File: src/rtl/uart_rx_os.sv
// Oversampling UART receiver: mid-bit sampling on i_tick, configurable frame
// format, valid/ready output slot with per-word framing/parity flags.
module uart_rx_os #(
  parameter int DATA_BITS  = 8,
  parameter int OVERSAMPLE = 16,
  parameter int PARITY_EN  = 0,
  parameter int PARITY_ODD = 0,
  parameter int STOP_BITS  = 1
) (
  input  logic                 i_clk,
  input  logic                 i_reset,
  input  logic                 i_tick,
  input  logic                 i_rxd,
  output logic [DATA_BITS-1:0] o_data,
  output logic                 o_valid,
  input  logic                 i_ready,
  output logic                 o_frame_err,
  output logic                 o_parity_err,
  output logic                 o_overrun,
  output logic                 o_busy
);

  localparam int TW = $clog2(OVERSAMPLE);
  localparam int BW = $clog2(DATA_BITS + 1);
  localparam logic [TW-1:0] HALF_M1   = TW'(OVERSAMPLE / 2 - 1);
  localparam logic [TW-1:0] FULL_M1   = TW'(OVERSAMPLE - 1);
  localparam logic [BW-1:0] LAST_DATA = BW'(DATA_BITS - 1);
  localparam logic [BW-1:0] LAST_STOP = BW'(STOP_BITS - 1);
  localparam logic          P_ODD     = (PARITY_ODD != 0);

  typedef enum logic [2:0] {S_IDLE, S_START, S_DATA, S_PARITY, S_STOP} state_t;

  logic                 r_meta;
  logic                 r_rxs;
  logic                 r_rxs_prev;
  state_t               r_state;
  logic [TW-1:0]        r_tick_cnt;
  logic [BW-1:0]        r_bit_cnt;
  logic [DATA_BITS-1:0] r_shift;
  logic                 r_perr;
  logic                 r_ferr;

  logic w_done;
  logic w_slot_free;

  // NOTE: the synchroniser resets to the idle level so reset release never looks like a start edge.
  always_ff @(posedge i_clk or posedge i_reset) begin
    if (i_reset) begin
      r_meta <= 1'b1;
      r_rxs  <= 1'b1;
    end else begin
      r_meta <= i_rxd;
      r_rxs  <= r_meta;
    end
  end

  assign w_done      = i_tick && (r_state == S_STOP) && (r_tick_cnt == FULL_M1)
                       && (r_bit_cnt == LAST_STOP);
  assign w_slot_free = !o_valid || i_ready;

  // NOTE: all state here uses non-blocking assignments so every branch sees pre-edge values.
  always_ff @(posedge i_clk or posedge i_reset) begin
    if (i_reset) begin
      r_rxs_prev   <= 1'b1;
      r_state      <= S_IDLE;
      r_tick_cnt   <= '0;
      r_bit_cnt    <= '0;
      r_shift      <= '0;
      r_perr       <= 1'b0;
      r_ferr       <= 1'b0;
      o_data       <= '0;
      o_valid      <= 1'b0;
      o_frame_err  <= 1'b0;
      o_parity_err <= 1'b0;
      o_overrun    <= 1'b0;
      o_busy       <= 1'b0;
    end else begin
      o_overrun <= 1'b0;
      if (o_valid && i_ready) o_valid <= 1'b0;

      // A finished frame either takes the output slot or is dropped with a pulse.
      if (w_done) begin
        if (w_slot_free) begin
          o_data       <= r_shift;
          o_frame_err  <= r_ferr | ~r_rxs;
          o_parity_err <= r_perr;
          o_valid      <= 1'b1;
        end else begin
          o_overrun    <= 1'b1;
        end
      end

      if (i_tick) begin
        r_rxs_prev <= r_rxs;
        case (r_state)
          S_IDLE: begin
            if (r_rxs_prev && !r_rxs) begin
              r_state    <= S_START;
              r_tick_cnt <= '0;
              r_bit_cnt  <= '0;
              r_perr     <= 1'b0;
              r_ferr     <= 1'b0;
              o_busy     <= 1'b1;
            end
          end
          S_START: begin
            if (r_tick_cnt == HALF_M1) begin
              r_tick_cnt <= '0;
              r_bit_cnt  <= '0;
              if (!r_rxs) begin
                r_state <= S_DATA;
              end else begin
                r_state <= S_IDLE;
                o_busy  <= 1'b0;
              end
            end else begin
              r_tick_cnt <= r_tick_cnt + 1'b1;
            end
          end
          S_DATA: begin
            if (r_tick_cnt == FULL_M1) begin
              r_tick_cnt <= '0;
              r_shift    <= {r_rxs, r_shift[DATA_BITS-1:1]};
              if (r_bit_cnt == LAST_DATA) begin
                r_bit_cnt <= '0;
                r_state   <= (PARITY_EN != 0) ? S_PARITY : S_STOP;
              end else begin
                r_bit_cnt <= r_bit_cnt + 1'b1;
              end
            end else begin
              r_tick_cnt <= r_tick_cnt + 1'b1;
            end
          end
          S_PARITY: begin
            if (r_tick_cnt == FULL_M1) begin
              r_tick_cnt <= '0;
              r_bit_cnt  <= '0;
              r_perr     <= ((^r_shift) ^ r_rxs) != P_ODD;
              r_state    <= S_STOP;
            end else begin
              r_tick_cnt <= r_tick_cnt + 1'b1;
            end
          end
          S_STOP: begin
            if (r_tick_cnt == FULL_M1) begin
              r_tick_cnt <= '0;
              if (!r_rxs) r_ferr <= 1'b1;
              if (r_bit_cnt == LAST_STOP) begin
                r_bit_cnt <= '0;
                r_state   <= S_IDLE;
                o_busy    <= 1'b0;
              end else begin
                r_bit_cnt <= r_bit_cnt + 1'b1;
              end
            end else begin
              r_tick_cnt <= r_tick_cnt + 1'b1;
            end
          end
          default: begin
            r_state <= S_IDLE;
            o_busy  <= 1'b0;
          end
        endcase
      end
    end
  end

endmodule

File: config.mk
export PLATFORM = sky130hd
export DESIGN_NAME = uart_rx_os
export DESIGN_NICKNAME = d
export VERILOG_FILES = /design/src/rtl/uart_rx_os.sv
export SDC_FILE = /design/constraint.sdc
export NUM_CORES = 1
export LEC_CHECK = 0
export ABC_AREA = 1
export CAP_MARGIN = 30
export CELL_PAD_IN_SITES_DETAIL_PLACEMENT = 0
export CELL_PAD_IN_SITES_GLOBAL_PLACEMENT = 1
export CORE_AREA = 2 2 73 75
export CTS_CLUSTER_DIAMETER = 80
export DETAILED_ROUTE_END_ITERATION = 16
export DIE_AREA = 0 0 75 77
export PLACE_DENSITY_LB_ADDON = 0.15
export SLEW_MARGIN = 25
export SYNTH_ARGS = -nofsm -noshare
export SYNTH_HDL_FRONTEND = slang
export SYNTH_SLANG_ARGS = --single-unit
File: constraint.sdc
create_clock -name i_clk -period 1.9 [get_ports i_clk]
set_input_delay 0.38 -clock i_clk [delete_from_list [all_inputs] [get_ports i_clk]]
set_output_delay 0.38 -clock i_clk [all_outputs]
set_load 0.02 [all_outputs]
## Word-level counts from Yosys, hierarchy flattened

Cells that the tools add are included.

- $add $sub $neg: 2
- Reductions and logical operators: 25
- Bitwise gates (word level): 4
- Multiplexer cells: 37
- Equal/unequal tests: 16

Operators by type and width:

| kind | count |
|---|---|
| $mux 4 | 9 |
| $mux 3 | 7 |
| $pmux 4 s5 | 1 |
| $pmux 3 s5 | 1 |
| $mux 1 | 14 |
| $ne 2x2->1 const B | 7 |
| $reduce_and 7->1 | 2 |
| $pmux 4 s3 | 1 |
| $add 4x1->4 const B | 2 |
| $eq 4x3->1 const B | 2 |
| $reduce_and 8->1 | 1 |
| $reduce_xor 8->1 | 1 |
| $eq 3x2->1 const B | 2 |
| $reduce_and 3->1 | 2 |
| $logic_and 1x1->1 | 5 |
| $reduce_and 5->1 | 1 |
| $reduce_bool 5->1 | 1 |
| $eq 4x4->1 const B | 1 |
| $logic_not 4->1 | 1 |
| $ne 2x1->1 const B | 2 |
| $pmux 1 s2 | 2 |
| $pmux 1 s4 | 1 |
| $reduce_and 4->1 | 1 |
| $reduce_bool 2->1 | 2 |
| 13 further kinds | 15 |

- Bits of input ports: 5
- Logic and storage cells: 99
- Register bits: 37

## Logic depth before layout (Yosys ltp)

Gate-level depths: netlist (run 1).

- Word-level depth: 5
- Gate-level depth with buffers: 11
- Depth with buffers taken out: 10

## Least setup slack after synthesis (run 1)

Ideal clock, no wire load.

- Kind: register to register
- Start: reg r_bit_cnt[0]
- End: reg o_frame_err
- Cell stages (with the launch flop): 11
- Library setup time: 123 ps
- Slack: 370 ps
- Required time: 1777 ps
- Buffers on the path: 1
- Arrival: 1407 ps
- Cell sequence: dfrtp_1 -> inv_1 -> ha_1 -> nand2_1 -> nor2_1 -> nand3_2 -> nor2_4 -> inv_2 -> buf_6 -> nand2_1 -> nand2_1

- Word-level cells in the longest chain between the ends: 3

Ends and longest elaborated chain:

| element | RTL line | text |
|---|---|---|
| start, declared | 38 | `logic [BW-1:0] r_bit_cnt;` |
| start signal, assigned | 128 | `r_bit_cnt <= r_bit_cnt + 1'b1;` |
| start signal, assigned | 153 | `r_bit_cnt <= r_bit_cnt + 1'b1;` |
| $logic_not 4->1 | 58 | `&& (r_bit_cnt == LAST_STOP);` |
| $logic_and 1x1->1 | 58 |  |
| $reduce_and 2->1 (no source line) | n/a |  |
| end signal, assigned | 85 | `o_frame_err <= r_ferr \| ~r_rxs;` |
| end, declared | 17 | `output logic o_frame_err,` |

Every way passes these cells.
A chain may end at the register's enable or synchronous reset.

## Worst setup path in the final report (run 1)

- Start: reg o_valid
- End: out o_valid

RTL lines:

| element | RTL line | text |
|---|---|---|
| start, declared | 15 | `output logic o_valid,` |
| start signal, assigned | 72 | `o_valid <= 1'b0;` |
| start signal, assigned | 79 | `if (o_valid && i_ready) o_valid <= 1'b0;` |
| start signal, assigned | 87 | `o_valid <= 1'b1;` |

No word-level cell between the ends.

==> reports/results.ini, run 1 <==
[worst_setup_path]
arrival_ps = 1240
r2r_start = r_tick_cnt[0]
cp_cell_sequence = clkdlybuf4s50_1
critPathTopFamily = buffers and inverters
critPathBufInv = 1
start_kind = flip-flop
critPathKind = reg -> out
slowest_delay_ps = 600
startpoint = o_valid
slowest_stage = clkdlybuf4s50_1
critPathMaxFanout = 2
worstSetupEndpointType = output port
r2r_setup_slack_ps = 290
required_ps = 1520

[synth]
synth_cell_type_count = 24
ys_seq_area_frac = 0.481
ys_async_sr_fraction = 1.00
synth_edf_count = 0
syn_area_um2 = 1930
netlist_instances = 250
ys.flop_type = dfrtp_1
syn-num-nets = 258
yosys_warnings = 0
avgSynthCellArea_um2 = 7.74
ys_ff_latch = 37

[timing]
slew_headroom = 0.714
finalCriticalPeriod_ps = 1620
finalMaxSlewViolations = 0
max_freq_ghz = 0.618
setup_viol = 0
setup_tns_ps = 0
timing.final.crit_share = 0.852
rsz0062_at_grt = no
worst_pin_slew_ps = 428
finClkSkew_ps = 4.02
hold_viol_final = 0
hold_slack_ps = 360

[layout]
diodes = 0
finish.net_count = 283
layout_commonest_cell = nand2_1
nFillCells = 510
syn_to_final_growth_pct = 18.8
layout-drive-gt1-share = 0.141
layout_common_cells = 87 x nand2_1, 34 x dfrtp_1, 28 x inv_1

[placed_design]
portBuffers = 17
hpwlAfterDp_um = 2700
gp_congestion = 0.783

[route]
drt-vias-per-instance = 4.50
avgRoutedWirePerCell_um = 10.6
first_pass_iters = 4
ant_nets = 0
drc = 0
first_iter_violations = 54
num_vias = 1557
wl_um = 3670

[clock_network]
cts_made_buffers = 5
cts_root_buffer = clkbuf_8
hold_buffers = 0
clkLatencyLatePin_ps = 290
cts_resized = 0
cts.path.max_buffers = 2
cts.sinks = 37
postCtsSetupBuffers = 0
htree_num_levels = 2
clkTransAtPathRegs_ps = 80
cts_tree = yes

[die]
fp.dieW_um = 75
die_h_um = 77
fp-row-count = 26
start_util = 0.389
die-area_um2 = 5780
core-area_um2 = 4980
num_io_pins = 18

[global_routing]
gr-total-overflow = 0
grt_max_degree = 38
antenna_found_initial = 0
grt.total_usage = 0.145
grt_pass1_wl_um = 6580
grt_pass1_vias = 1514

[min_path]
worstHoldPathType = reg -> reg
min_from = r_meta

[flow_run]
cap_violations = 0

[pwr]
power_density_nw_per_um2 = 897
p_leak_nw = 1.13
ir_worst_vdd_mv = 0.509

[status]
status = completed

## sequential cells by signal, summed over array words and instances (netlist names), 3 cells and up
register and count:
o_data 8, r_bit_cnt 4, r_state 3, r_shift 8
r_tick_cnt 4
## per-layer routing
| layer | global-route usage | part of all wire |
|---|---|---|
| met1 | 0.188 | 0.48 |
| met2 | 0.236 | 0.48 |
| met3 | 0.0276 | 0.025 |
| met4 | 0.0500 | 0.015 |
| met5 | 0 | 0 |
## cell type report
class                      instances  area (um2)  share of cell area
clock buffer                       5        68.8              0.0300
sequential                        37         930               0.405
tap                               70        87.6              0.0381
multi-input combinational        178         865               0.376
timing repair buffer              20         205              0.0893
clock inverter                     3        17.5             0.00763
inverter                          33         124              0.0539
## path summary, 6_finish.rpt
path,endpoint,cells past startpoint
min in group asynchronous,r_tick_cnt[1],3
hold / removal,r_rxs,0
setup reg to reg,o_data[7],10
hold reg to reg,r_rxs,0
max in group asynchronous,r_rxs_prev,3
setup / recovery,o_valid,1
## logic make-up (layout without fill, tap and decap cells)
| logic type | after synthesis | in the layout | synth area share |
|---|---|---|---|
| and+or+nand+nor | 138 | 138 | 0.307 |
| DFF | 37 | 37 | 0.481 |
| buffers and inverters | 35 | 61 | 0.0724 |
| AOI/OAI and AO/OA | 33 | 33 | 0.103 |
| xor gates and xnor gates | 4 | 4 | 0.0181 |
| adders and majority gates | 3 | 3 | 0.0194 |
## synthesized netlist by cell type (all sizes together), types with 3 or more instances
cell type / number / area share
ha: 3 / 0.019
nand4: 3 / 0.0097
nor2: 24 / 0.058
o21ai: 31 / 0.098
dfstp: 3 / 0.041
inv: 33 / 0.064
nand2: 92 / 0.18
dfrtp: 34 / 0.44
nand3: 15 / 0.041
## stage by stage
step	instances	total power [mW]	util	worst slack, ps	instance area, um2
3_3_place_gp	338	1.55	0.444	107	2210
6_report	346	2.06	0.462	282	2300
5_1_grt	346	2.25	0.462	71.4	2300
3_5_place_dp	338	1.55	0.444	97.3	2210
2_1_floorplan	250	1.37	-	370	1930
4_1_cts	346	2.10	0.462	257	2300
## power by group
group	internal, mW	switching, mW	leakage [nW]
clock	0.253	0.285	0.0439
combinational	0.205	0.385	0.586
sequential	0.866	0.0663	0.499
(Power assumes the default switching activity.)
==> inputs of run 2 (changes only) <==
--- a/config.mk
+++ b/config.mk
@@ -14,7 +14,7 @@
 export DETAILED_ROUTE_END_ITERATION = 16
 export DIE_AREA = 0 0 75 77
 export PLACE_DENSITY_LB_ADDON = 0.15
-export SLEW_MARGIN = 25
+export SLEW_MARGIN = 20
 export SYNTH_ARGS = -nofsm -noshare
 export SYNTH_HDL_FRONTEND = slang
 export SYNTH_SLANG_ARGS = --single-unit
==> results of run 2 <==
Same layout as run 1: the final DEF is identical, and so are final timing and power.
==> inputs of run 3 (changes only) <==
--- a/config.mk
+++ b/config.mk
@@ -13,6 +13,7 @@
 export CTS_CLUSTER_DIAMETER = 80
 export DETAILED_ROUTE_END_ITERATION = 16
 export DIE_AREA = 0 0 75 77
+export GPL_ROUTABILITY_DRIVEN = 0
 export PLACE_DENSITY_LB_ADDON = 0.15
 export SLEW_MARGIN = 20
 export SYNTH_ARGS = -nofsm -noshare
==> results of run 3 <==
Same layout as run 1: the final DEF is identical, and so are final timing and power.
